`src/rtl/jif_cpu_handler.sv`:
```
// Tiny 8-bit accumulator CPU: host loads a 16-byte unified memory through ui_in, then runs it.
// Result byte on uo_out, status flags on uio_out[7:4].
//
// mode  | meaning
// IDLE  | hold all state
// LOAD  | strobed byte writes at load_ptr; entering the mode rewinds load_ptr
// RUN   | execute one instruction per cycle until HLT
// CLEAR | reset pc/A/flags/halt/load_ptr, keep OUT and memory
module jif_cpu_handler #(
    parameter int MEM_DEPTH = 16,
    parameter bit RESET_MEM = 1'b1
) (
    input  logic       clk,
    input  logic       rst,
    input  logic       ena,
    input  logic [7:0] ui_in,
    input  logic [7:0] uio_in,
    output logic [7:0] uo_out,
    output logic [7:0] uio_out,
    output logic [7:0] uio_oe
);

    typedef enum logic [1:0] {
        MODE_IDLE  = 2'b00,
        MODE_LOAD  = 2'b01,
        MODE_RUN   = 2'b10,
        MODE_CLEAR = 2'b11
    } mode_t;

    mode_t      mode;
    mode_t      prev_mode;
    logic [7:0] mem [MEM_DEPTH];
    logic [3:0] pc;
    logic [3:0] load_ptr;
    logic [7:0] acc;
    logic [7:0] out_reg;
    logic       z_flag;
    logic       c_flag;
    logic       halted;
    logic       strobe;
    logic       running;
    logic       unused_uio;

    logic [7:0] instr;
    logic [3:0] opcode;
    logic [3:0] operand;
    logic [7:0] mem_operand;

    logic [7:0] nxt_acc;
    logic [7:0] nxt_out;
    logic [3:0] nxt_pc;
    logic       nxt_c;
    logic       nxt_z;
    logic       nxt_halted;
    logic       upd_z;
    logic       sta_we;
    logic [8:0] sum9;

    assign mode       = mode_t'(uio_in[1:0]);
    assign strobe     = uio_in[2];
    assign unused_uio = &{1'b0, uio_in[7:3]};

    assign instr       = mem[pc];
    assign opcode      = instr[7:4];
    assign operand     = instr[3:0];
    assign mem_operand = mem[operand];

    always_comb begin
        nxt_acc    = acc;
        nxt_out    = out_reg;
        nxt_pc     = pc + 4'd1;
        nxt_c      = c_flag;
        nxt_halted = halted;
        upd_z      = 1'b0;
        sta_we     = 1'b0;
        sum9       = 9'd0;
        case (opcode)
            4'h1: begin nxt_acc = {4'b0, operand}; upd_z = 1'b1; end
            4'h2: begin nxt_acc = mem_operand; upd_z = 1'b1; end
            4'h3: sta_we = 1'b1;
            4'h4: begin
                sum9    = {1'b0, acc} + {1'b0, mem_operand};
                nxt_acc = sum9[7:0];
                nxt_c   = sum9[8];
                upd_z   = 1'b1;
            end
            4'h5: begin
                nxt_acc = acc - mem_operand;
                nxt_c   = (acc < mem_operand);
                upd_z   = 1'b1;
            end
            4'h6: begin nxt_acc = acc & mem_operand; nxt_c = 1'b0; upd_z = 1'b1; end
            4'h7: begin nxt_acc = acc | mem_operand; nxt_c = 1'b0; upd_z = 1'b1; end
            4'h8: begin nxt_acc = acc ^ mem_operand; nxt_c = 1'b0; upd_z = 1'b1; end
            4'h9: nxt_pc = operand;
            4'hA: if (z_flag) nxt_pc = operand;
            4'hB: if (c_flag) nxt_pc = operand;
            4'hC: nxt_out = acc;
            4'hD: begin
                sum9    = {1'b0, acc} + 9'd1;
                nxt_acc = sum9[7:0];
                nxt_c   = sum9[8];
                upd_z   = 1'b1;
            end
            4'hE: begin nxt_acc = {acc[6:0], 1'b0}; nxt_c = acc[7]; upd_z = 1'b1; end
            4'hF: begin nxt_halted = 1'b1; nxt_pc = pc; end
            default: ;
        endcase
        nxt_z = upd_z ? (nxt_acc == 8'h00) : z_flag;
    end

    always_ff @(posedge clk) begin
        if (rst) begin
            pc        <= 4'd0;
            acc       <= 8'h00;
            out_reg   <= 8'h00;
            z_flag    <= 1'b0;
            c_flag    <= 1'b0;
            halted    <= 1'b0;
            load_ptr  <= 4'd0;
            prev_mode <= MODE_IDLE;
            if (RESET_MEM) begin
                for (int i = 0; i < MEM_DEPTH; i++) mem[i] <= 8'h00;
            end
        end else if (ena) begin
            prev_mode <= mode;
            case (mode)
                MODE_LOAD: begin
                    // First LOAD cycle only rewinds the pointer, so a held strobe cannot land mid-memory.
                    if (prev_mode != MODE_LOAD) begin
                        load_ptr <= 4'd0;
                    end else if (strobe) begin
                        mem[load_ptr] <= ui_in;
                        load_ptr      <= load_ptr + 4'd1;
                    end
                end
                MODE_RUN: begin
                    if (!halted) begin
                        pc      <= nxt_pc;
                        acc     <= nxt_acc;
                        out_reg <= nxt_out;
                        z_flag  <= nxt_z;
                        c_flag  <= nxt_c;
                        halted  <= nxt_halted;
                        if (sta_we) mem[operand] <= acc;
                    end
                end
                MODE_CLEAR: begin
                    pc       <= 4'd0;
                    acc      <= 8'h00;
                    z_flag   <= 1'b0;
                    c_flag   <= 1'b0;
                    halted   <= 1'b0;
                    load_ptr <= 4'd0;
                end
                default: ;
            endcase
        end
    end

    assign running = (mode == MODE_RUN) && !halted;
    assign uo_out  = out_reg;
    assign uio_out = {c_flag, z_flag, running, halted, 4'b0000};
    assign uio_oe  = 8'hF0;

endmodule

```
`config.mk`:
```
export PLATFORM = sky130hd
export DESIGN_NAME = jif_cpu_handler
export DESIGN_NICKNAME = d
export VERILOG_FILES = /design/src/rtl/jif_cpu_handler.sv
export SDC_FILE = /design/constraint.sdc
export NUM_CORES = 1
export LEC_CHECK = 0
export BUFFER_PORTS_ARGS = -buffer_cell sky130_fd_sc_hd__buf_2
export CAP_MARGIN = 10
export CORE_MARGIN = 5
export CORE_UTILIZATION = 30
export DETAILED_ROUTE_END_ITERATION = 12
export GPL_ROUTABILITY_DRIVEN = 0
export PLACE_DENSITY = 0.49
export SYNTH_ARGS = -nofsm -noshare
export SYNTH_HDL_FRONTEND = slang
export SYNTH_SLANG_ARGS = --single-unit
```
`constraint.sdc`:
```
create_clock -name clk -period 4.39 [get_ports clk]
set_clock_uncertainty 0.05 [all_clocks]
set_input_delay 0.6585 -clock clk [delete_from_list [all_inputs] [get_ports clk]]
set_output_delay 0.6585 -clock clk [all_outputs]
set_load 0.01 [all_outputs]
```
==> results of run 1 <==
==> synthesized netlist by cell type, types with 6 or more instances <==
library cell  number  area (um2)
a211oi_1           9        67.6
a21o_1             6        45.0
a21oi_1           45         225
a21oi_2            8        70.1
a22o_1            10        87.6
a22oi_1           12        90.1
a2bb2oi_1          6        52.6
a31oi_1            7        43.8
and2_1            10        62.6
buf_2             23         115
buf_4             20         150
clkbuf_1          28         105
dfxtp_1           33         661
edfxtp_1         128        3840
ha_1              27         338
inv_1             32         120
mux2_2            11         124
mux2i_1           65         651
mux4_1             7         184
mux4_2            23         518
nand2_1          111         417
nand2b_1          23         144
nand3_1           25         125
nand4_1            6        37.5
nor2_1           196         736
nor2b_1           10        62.6
nor3_1            22         110
o211ai_1          11        82.6
o21a_1             6        45.0
o21ai_0           20         100
o21ai_1            9        45.0
o22ai_1           11        68.8
o31ai_1            8        60.1
xnor2_1            8        70.1
==> what timing repair did <==
| action | 4_1_cts | 5_1_grt |
|---|---|---|
| buffers inserted | 7 | 4 |
| hold endpoints to repair | 0 | 0 |
| cloned | 3 | 0 |
| hold buffers | 0 | 0 |
| setup endpoints to repair | 9 | 9 |
| resized for setup | 37 | 28 |
| pin swaps | 30 | 15 |
==> power by group through the flow <==
| stage | Sequential (mW) | Combinational, mW | Clock (mW) |
|---|---|---|---|
| 2_1_floorplan | 1.74 | 0.481 | 0 |
| 3_3_place_gp | 1.76 | 0.769 | 0 |
| 3_5_place_dp | 1.76 | 0.772 | 0 |
| 4_1_cts | 1.73 | 0.825 | 1.62 |
| 5_1_grt | 1.73 | 0.923 | 1.68 |
| 6_report | 1.73 | 0.867 | 1.60 |
==> kinds of logic after synthesis <==
kind of cell	Yosys count
compound gates	219
xor+xnor	10
fa+ha+maj	29
buf+inv	116
flops	161
mux	109
other cells	2
simple gates	426
==> placed cells by master, fill, tap and decap left out, types with 10 or more instances in the layout <==
master     count
edfxtp_1     128
a21oi_1       38
nand3_1       25
ha_1          16
a22o_1        10
buf_4        159
a21oi_2       14
conb_1        12
dfxtp_1       31
buf_2         25
nor2_1       194
and2_1        10
o21ai_1       10
mux2i_1       61
nand2b_1      23
clkbuf_16     17
nand2_1      107
mux4_2        29
nor3_1        20
inv_1         29
o22ai_1       11
o21ai_0       17
o211ai_1      11
==> area by class of cell <==
type	instances	area [um2]	share of cell area [%]
Clock buffer	19	443	3.34
Clock inverter	13	170	1.28
Multi-Input combinational cell	805	5820	43.8
Sequential cell	161	4510	34.0
Timing Repair Buffer	202	1640	12.3
Tap cell	455	569	4.29
Inverter	34	128	0.961
==> final timing paths <==
check | startpoint | to | slack, ns | cells past startpoint
worst max-delay path | mem[3][0]$_SDFFCE_PN0P_ | acc[7]$_SDFFE_PP0P_ | -0.49 | 22
worst min-delay path | uo_out[3]$_SDFFE_PP0P_ | uo_out[3]$_SDFFE_PP0P_ | 0.41 | 2
worst max register to register | mem[3][0]$_SDFFCE_PN0P_ | acc[7]$_SDFFE_PP0P_ | -0.49 | 22
worst min register to register | uo_out[3]$_SDFFE_PP0P_ | uo_out[3]$_SDFFE_PP0P_ | 0.41 | 2
==> critical path, stage by stage, from the launching register on <==
cell and delay (ns):
edfxtp_1 0.46, mux4_2 0.51, mux4_2 0.52, buf_12 0.18
buf_12 0.13, buf_4 0.13, mux2i_1 0.11, mux2i_1 0.33
a22oi_2 0.14, nand2_2 0.14, inv_1 0.10, ha_4 0.25
nand3_1 0.08, o211ai_1 0.10, buf_4 0.16, o41ai_4 0.24
xor2_1 0.18, nor3_1 0.06, a2111o_1 0.28, o211a_1 0.12
a221oi_2 0.23, a2bb2oi_1 0.19, nor2_1 0.05
==> registers in the layout, summed over array words and instances, names as in the netlist, named ones only <==
register,count
mem,128
c_flag,1
prev_mode,2
z_flag,1
uo_out,8
load_ptr,4
acc,8
pc,4
halted,1
==> routing by layer <==
metal | routed length [um] | global-route usage [%] | vias up
met4 | 1010 | 5.57 | 0
met2 | 18300 | 32.4 | 334
li1 | - | - | 4205
met3 | 1840 | 2.29 | 48
met1 | 16600 | 25.8 | 4556
met5 | 0 | 0 | -
==> impl_results.md, run 1 <==
- Sequential Power Share: 41.2%
- Sw power: 1.25 mW
- Synth unique cells: 80
- Asr flop ratio synth: 0%
- Crit path kind: register to register
- CTS Buf Count: 17
- Die Y: 197 um
- Final core utilization: 38.4%
- CTS Buffer Depth: 2
- Slew at the pin with the worst max-slew slack: 0.859 ns
- CTS clk-pin slew, worst paths: 0.08 ns
- Worst EP arrival: 5.14 ns
- Cells after Synth: 1072
- Largest family of logic cells by synthesized area: simple AND/OR/NAND/NOR gates
- Via count: 9143
- Clock Latency Late Sink: 0.44 ns
- Adder-cell share of the synthesized area: 3.59%
- Syn-to-layout area delta: 26.2%
- FP Rows: 68
- CP Capture Type: register
- Core region area: 34500 um2
- Clk sinks: 161
- Total grt overflow: 0
- Final setup viols: 8
- Seq/Total Area, Yosys: 42.8%
- Critical Path RT: 4.65 ns
- Final-stage net count: 1269
- Pre-antenna DRT Iters: 7
- YS warnings: 0
- Drt wl/cell: 22.3 um
- Number of global-route vias before repair: 8871
- Clock share of power: 38.1%
- Inserted Diodes: 0
- Global-route wire length before repair: 56600 um
- RSZ-0062 raised after global routing: true
- Ports: 43
- Syn Std Cell Area: 10500 um2
- Fillers: 3510
- Post-route minimum period: 4.88 ns
- Startpoint Class: register
- Cell area after layout: 13300 um2
- CP Max Fanout: 5
- Worst Hold Class: register to register
- Logic pwr share: 20.7%
- Dominant synthesized flop cell: edfxtp_1
- Post-Synth Simple-Gate Area: 17.7%
- Total power after layout: 4.19 mW
- Final ANT Viol Nets: 0
- LEAKAGE: 5.02 nW
- Run status: finished with violations
- Sw frac: 29.7%
- Setup WS pre-CTS: -0.563 ns
- Initial antenna violation count: 0
- Post-DP HPWL: 28600 um
- All-Layer GR Usage: 19.1%
- CTS tree: yes
- Placed Area: 12200 um2
- Relative slew slack: 42.3%
- Compound-cell area share of the yosys netlist: 14.9%
- Post-Route Setup TNS: -2.96 ns
- Peak supply drop: 197 uV
- Post-synthesis mux area share: 14.5%
- Final hold slack: 0.413 ns
- Pint: 2.95 mW
- Die X: 197 um
- Failing checks: setup timing
- Port Buffers: 25
- Cell Pwr Density: 316 nW/um2
- Initial core utilization: 30.5%
- DP Cell Count: 1643
- Synth Area in XOR/XNOR: 0.832%
- H-tree depth: 4
- Slew Limit Fails: 0
- Final worst slack: -0.489 ns
- Largest net degree at the start of global routing: 49
- # DRC: 0
- Share of cells above drive strength 1: 29.0%
- Fin. Hold Viols: 0
- Post-synthesis average cell area: 9.81 um2
- Routed WL: 37700 um
- Synth Register Bits: 161
- Initial DRC count: 906
- Number of flops mapped to enable cells by yosys: 128
- Reported max-cap violation count: 0
- Vias per cell: 5.41
- Final Cycle Share: 111%
- Peak Freq: 205 MHz
- Non-filler cells, final: 1689
- Die Area: 38900 um2
- CTS root buffer: clkbuf_16
Power figures use the tool's default switching activity.
==> inputs of run 2 (changes only) <==
PLACE_DENSITY = 0.48   (was 0.49)
clock period = 4.96 ns   (was 4.39 ns; I/O delays follow)
==> run 2 against run 1 <==
  * The flow still finishes with violations (setup timing)
  * Clock power decreased by 15%
  * Cell count down 1.7%
  * Utilization fell by 0.67 points
  * Largest cell class unchanged
  * Highest routed layer unchanged
==> impl_results.md, run 2 (same netlist as run 1, synthesis figures left out) <==
- Hold Crit Start: uo_out[0]$_SDFFE_PP0P_
- CTS root buffer: clkbuf_16
- Run status: finished with violations
- H-tree depth: 4
- Inserted Diodes: 0
- Post-DP HPWL: 27300 um
- Failing checks: setup timing
- Placed Area: 11800 um2
- Reported max-cap violation count: 0
- Post-route minimum period: 4.97 ns
- Multi-input gate area: 5890 um2
- Share of cells above drive strength 1: 27.3%
- CTS Buffer Depth: 2
- Final Cycle Share: 100%
- Drt wl/cell: 22.1 um
- Port Buffers: 25
- Initial antenna violation count: 0
- Number of global-route vias before repair: 8983
- Final ANT Viol Nets: 0
- Most common cell after layout, fill and taps aside: nor2_1
- Via count: 9005
- Largest net degree at the start of global routing: 45
- Clk sinks: 161
- Global-route wire length before repair: 55700 um
- Syn-to-layout area delta: 24.0%
- CTS clk-pin slew, worst paths: 0.08 ns
- Vias per cell: 5.42
- R2R depth: 21
- Startpoint Class: register
- Number of cells on the worst hold path: 2
- Slew at the pin with the worst max-slew slack: 1.04 ns
- Biggest register: mem
- R2R setup slack: -0.008 ns
- R2R Path End: acc[7]$_SDFFE_PP0P_
- Crit path kind: register to register
- Post-Route Setup TNS: -0.00768 ns
- Initial DRC count: 914
- Cell area after layout: 13000 um2
- Most frequent cells in the layout: 196 x nor2_1, 131 x buf_4, 128 x edfxtp_1, 107 x nand2_1, 56 x mux2i_1
- Fillers: 3547
- CTS Buf Count: 17
- RSZ-0062 raised after global routing: true
- Hold EP: uo_out[0]$_SDFFE_PP0P_
- Worst Hold Class: register to register
- Peak Freq: 201 MHz
- Cell Pwr Density: 280 nW/um2
- Die X: 197 um
- Non-filler cells, final: 1660
- Final-stage net count: 1240
- CP Max Fanout: 7
- Pre-antenna DRT Iters: 5
- # hold bufs at CTS: 0
- All-Layer GR Usage: 18.7%
- Cells along the critical path: mux4_2 > mux4_2 > mux2i_2 > mux2i_1 > a22o_1 > a21oi_2 > o21ai_4 > buf_4 > ha_2 > a21oi_4 > o211ai_1 > o41ai_2 > buf_4 > xor2_1 > nor3_1 > a2111o_1 > o211a_1 > a221oi_2 > buf_4 > a2bb2oi_2 > nor2_1
- FP Rows: 68
- Slew Limit Fails: 0
- Peak supply drop: 237 uV
- Worst EP arrival: 5.23 ns
- Max stage delay cell, worst path: mux4_2
- Initial core utilization: 30.5%
- Final setup viols: 1
- Relative slew slack: 30.6%
- DP Cell Count: 1603
- Die Y: 197 um
- Ports: 43
- Crit-path most repeated cell: buf_4
- Sequential Area: 4510 um2
- Setup WS pre-CTS: -0.521 ns
- Critical Path RT: 5.23 ns
- CP Capture Type: register
- Total grt overflow: 0
- CP max stage delay: 0.65 ns
- LEAKAGE: 4.85 nW
- Fin. Hold Viols: 0
- Core region area: 34500 um2
- # DRC: 0
- Routed WL: 36700 um
- CTS tree: yes
- RR Startpoint: mem[4][0]$_SDFFCE_PN0P_
- Largest register FFs: 128
- Total power after layout: 3.65 mW
- Final worst slack: -0.00768 ns
- Die Area: 38900 um2
- Clock Latency Late Sink: 0.44 ns
==> run 2: cell count changes in the layout (fill, tap and decap cells not counted), sizes merged <==
| cell | before | now |
|---|---|---|
| clkbuf | 19 | 17 |
| clkinv | 4 | 6 |
| clkinvlp | 1 | 2 |
| mux4 | 30 | 31 |
| bufinv | 2 | 1 |
| buf | 202 | 172 |
==> run 2: repair_timing <==
action | CTS | global route
setup endpoints to repair | 7 | 9
cloned | 3 | 0
setup buffers | 17 | 6
hold endpoints to repair | 0 | 0
pin swaps | 23 | 31
resized for setup | 69 | 37
==> run 2: worst max-delay path by stage <==
stage                                        from             endpoint  cells after the start
after CTS                 mem[9][0]$_SDFFCE_PN0P_  acc[7]$_SDFFE_PP0P_                     21
after global routing                     register  acc[7]$_SDFFE_PP0P_                     25
after detailed placement                 register  acc[7]$_SDFFE_PP0P_                     22
after global placement                   register  acc[7]$_SDFFE_PP0P_                     22
after floorplan                          register  acc[7]$_SDFFE_PP0P_                     22
final                     mem[4][0]$_SDFFCE_PN0P_  acc[7]$_SDFFE_PP0P_                     21
==> run 2: worst max-delay path: cells and delay by family, from the launching register on <==
family / cells / cell delay [ns]
flops: 1 / 0.47
xor+xnor: 1 / 0.15
compound gates: 10 / 1.79
buf+inv: 3 / 0.50
simple gates: 2 / 0.11
fa+ha+maj: 1 / 0.19
mux: 4 / 1.60
==> run 2: report_power, final <==
part | switching (mW) | total [mW] | internal, mW
clock | 0.637 | 1.36 | 0.720
combinational | 0.428 | 0.761 | 0.332
sequential | 0.0373 | 1.53 | 1.49
==> run 2: layer usage <==
metal | share of wire [%] | global-route usage, % | vias up
li1 | - | - | 4168
met1 | 44 | 24.9 | 4457
met2 | 49 | 32.0 | 329
met3 | 4.7 | 2.56 | 51
met4 | 2.1 | 5.32 | 0
met5 | 0 | 0 | -
==> run 2: final cells by class <==
class                           instances  area share (%)
Inverter                               34           0.979
Clock buffer                           17            3.26
Multi-Input combinational cell        806            45.2
Timing Repair Buffer                  172            10.2
Sequential cell                       161            34.6
Tap cell                              455            4.36
Clock inverter                         15            1.36
==> run 2: per-stage QoR <==
stage	util (%)	hold WS, ns
finish	37.8	0.402
CTS	37.2	0.404
global route	37.8	0.430
global placement	34.0	0.387
detailed placement	34.0	0.392
floorplan	-	0.400
==> inputs of run 3 (changes only) <==
CAP_MARGIN = 20   (was 10)
CORE_UTILIZATION = 55   (was 30)
PLACE_DENSITY = 0.75   (was 0.48)
RECOVER_POWER = 50   (was default)
==> run 3 against run 2 <==
  * The run still ends with setup timing left
  * Utilization is 31 points higher
  * Non-clock buffer count is 3 lower
  * Die area is 43% lower
  * Largest power group unchanged
==> impl_results.md, run 3 (same netlist as run 1, synthesis figures left out) <==
- Drt wl/cell: 24.6 um
- Fillers: 1359
- Initial core utilization: 56.1%
- Inserted Diodes: 0
- Vias per cell: 6.71
- CTS Buf Count: 17
- Via count: 9633
- CP Max Fanout: 7
- Slew at the pin with the worst max-slew slack: 0.895 ns
- CP bufs+invs: 4
- Slew Limit Fails: 0
- Reported max-cap violation count: 0
- Die X: 148 um
- Critical Path RT: 5.22 ns
- R2R setup slack: -0.13 ns
- Total grt overflow: 0
- # hold bufs at CTS: 0
- CP max stage delay: 0.65 ns
- Clock Latency Late Sink: 0.44 ns
- Final hold slack: 0.405 ns
- Max stage delay cell, worst path: mux4_2
- Final Cycle Share: 103%
- Clk sinks: 161
- Post-route minimum period: 5.09 ns
- Port Buffers: 25
- Die Y: 148 um
- Peak Freq: 196 MHz
- All-Layer GR Usage: 31.7%
- Cells along the critical path: buf_12 > mux4_2 > mux4_2 > buf_6 > mux2i_1 > mux2i_1 > a22o_1 > a21oi_2 > o21ai_2 > buf_4 > ha_4 > a21oi_4 > o211ai_1 > buf_4 > o41ai_4 > xor2_1 > nor3_1 > a2111o_1 > o211a_1 > a221oi_2 > a2bb2oi_1 > nor2_1
- Run status: finished with violations
- Startpoint Class: register
- Core region area: 18800 um2
- H-tree depth: 4
- Initial antenna violation count: 0
- Final worst slack: -0.134 ns
- Ports: 43
- CTS Buffer Depth: 2
- # DRC: 0
- Final core utilization: 68.6%
- Peak supply drop: 223 uV
- Syn-to-layout area delta: 22.3%
- Most common cell after layout, fill and taps aside: nor2_1
- Placed Area: 11400 um2
- Die Area: 22000 um2
- LEAKAGE: 4.88 nW
- Relative slew slack: 40.0%
- Routed WL: 35300 um
- Final ANT Viol Nets: 0
- CTS clk-pin slew, worst paths: 0.07 ns
- Fin. Hold Viols: 0
- Initial DRC count: 1203
- Number of global-route vias before repair: 9366
- CP Capture Type: register
- Global-route wire length before repair: 53500 um
- Biggest register: mem
- CP top delay family: compound AO/OA/AOI/OAI gates
- Cell area after layout: 12900 um2
- Worst Hold Class: register to register
- Worst EP arrival: 5.36 ns
- Largest register FFs: 128
- RSZ-0062 raised after global routing: true
- Post-DP HPWL: 24200 um
- Final-stage net count: 1236
- CTS root buffer: clkbuf_16
- CTS tree: yes
- Pre-antenna DRT Iters: 9
- Most frequent cells in the layout: 194 x nor2_1, 128 x edfxtp_1, 117 x buf_4, 107 x nand2_1, 56 x mux2i_1
- Failing checks: setup timing
- Total power after layout: 3.64 mW
- Cell Pwr Density: 283 nW/um2
- Largest net degree at the start of global routing: 49
- Share of cells above drive strength 1: 27.7%
- Final setup viols: 6
- Crit path kind: register to register
- FP Rows: 50
## run 3: timing repair
action	CTS	global route
buffers inserted	15	15
gates cloned	2	0
pin swaps	28	35
resized for setup	58	58
endpoints found under the setup margin	5	8
## run 3: layout make-up
class | count | area (um2) | area share, %
Clock inverter | 15 | 159 | 1.24
Inverter | 34 | 128 | 0.992
Timing Repair Buffer | 169 | 1440 | 11.2
Sequential cell | 161 | 4510 | 35.0
Clock buffer | 17 | 425 | 3.31
Tap cell | 234 | 293 | 2.28
Multi-Input combinational cell | 805 | 5920 | 46.0
## run 3: layer usage
metal / up-vias / GRT usage [%] / wire [um]
met5: - / 0 / 0
met4: 0 / 20.0 / 2560
met3: 190 / 6.03 / 3890
met2: 783 / 50.2 / 16600
met1: 4517 / 40.1 / 12200
li1: 4143 / - / -
## run 3: power by group
part           internal [mW]  switching [mW]  leakage (nW)  total [mW]
clock network          0.675           0.654         0.285        1.33
logic                  0.344           0.431          3.00       0.776
registers               1.49          0.0425          1.59        1.54
## run 3: worst register-to-register path, delay by kind of cell (launching register included)
family,cells,cell delay [ns]
compound gates,10,1.88
xor+xnor,1,0.18
fa+ha+maj,1,0.16
buf+inv,4,0.67
flops,1,0.40
mux,4,1.51
simple gates,2,0.12
## run 3: final timing paths
kind                                               end                   start  cells past startpoint
worst max-delay path               acc[7]$_SDFFE_PP0P_                register                     22
worst min-delay path            uo_out[2]$_SDFFE_PP0P_  uo_out[2]$_SDFFE_PP0P_                      2
worst max register to register     acc[7]$_SDFFE_PP0P_                register                     22
worst min register to register  uo_out[2]$_SDFFE_PP0P_  uo_out[2]$_SDFFE_PP0P_                      2
## run 3: through the flow
stage,TNS (ns),worst slack [ns],cells
after detailed placement,-0.995,-0.228,1373
after floorplan,0,0.0959,1082
after global routing,-1.20,-0.240,1435
final,-0.454,-0.134,1435
after global placement,-0.590,-0.165,1373
after CTS,-0.0240,-0.0240,1422
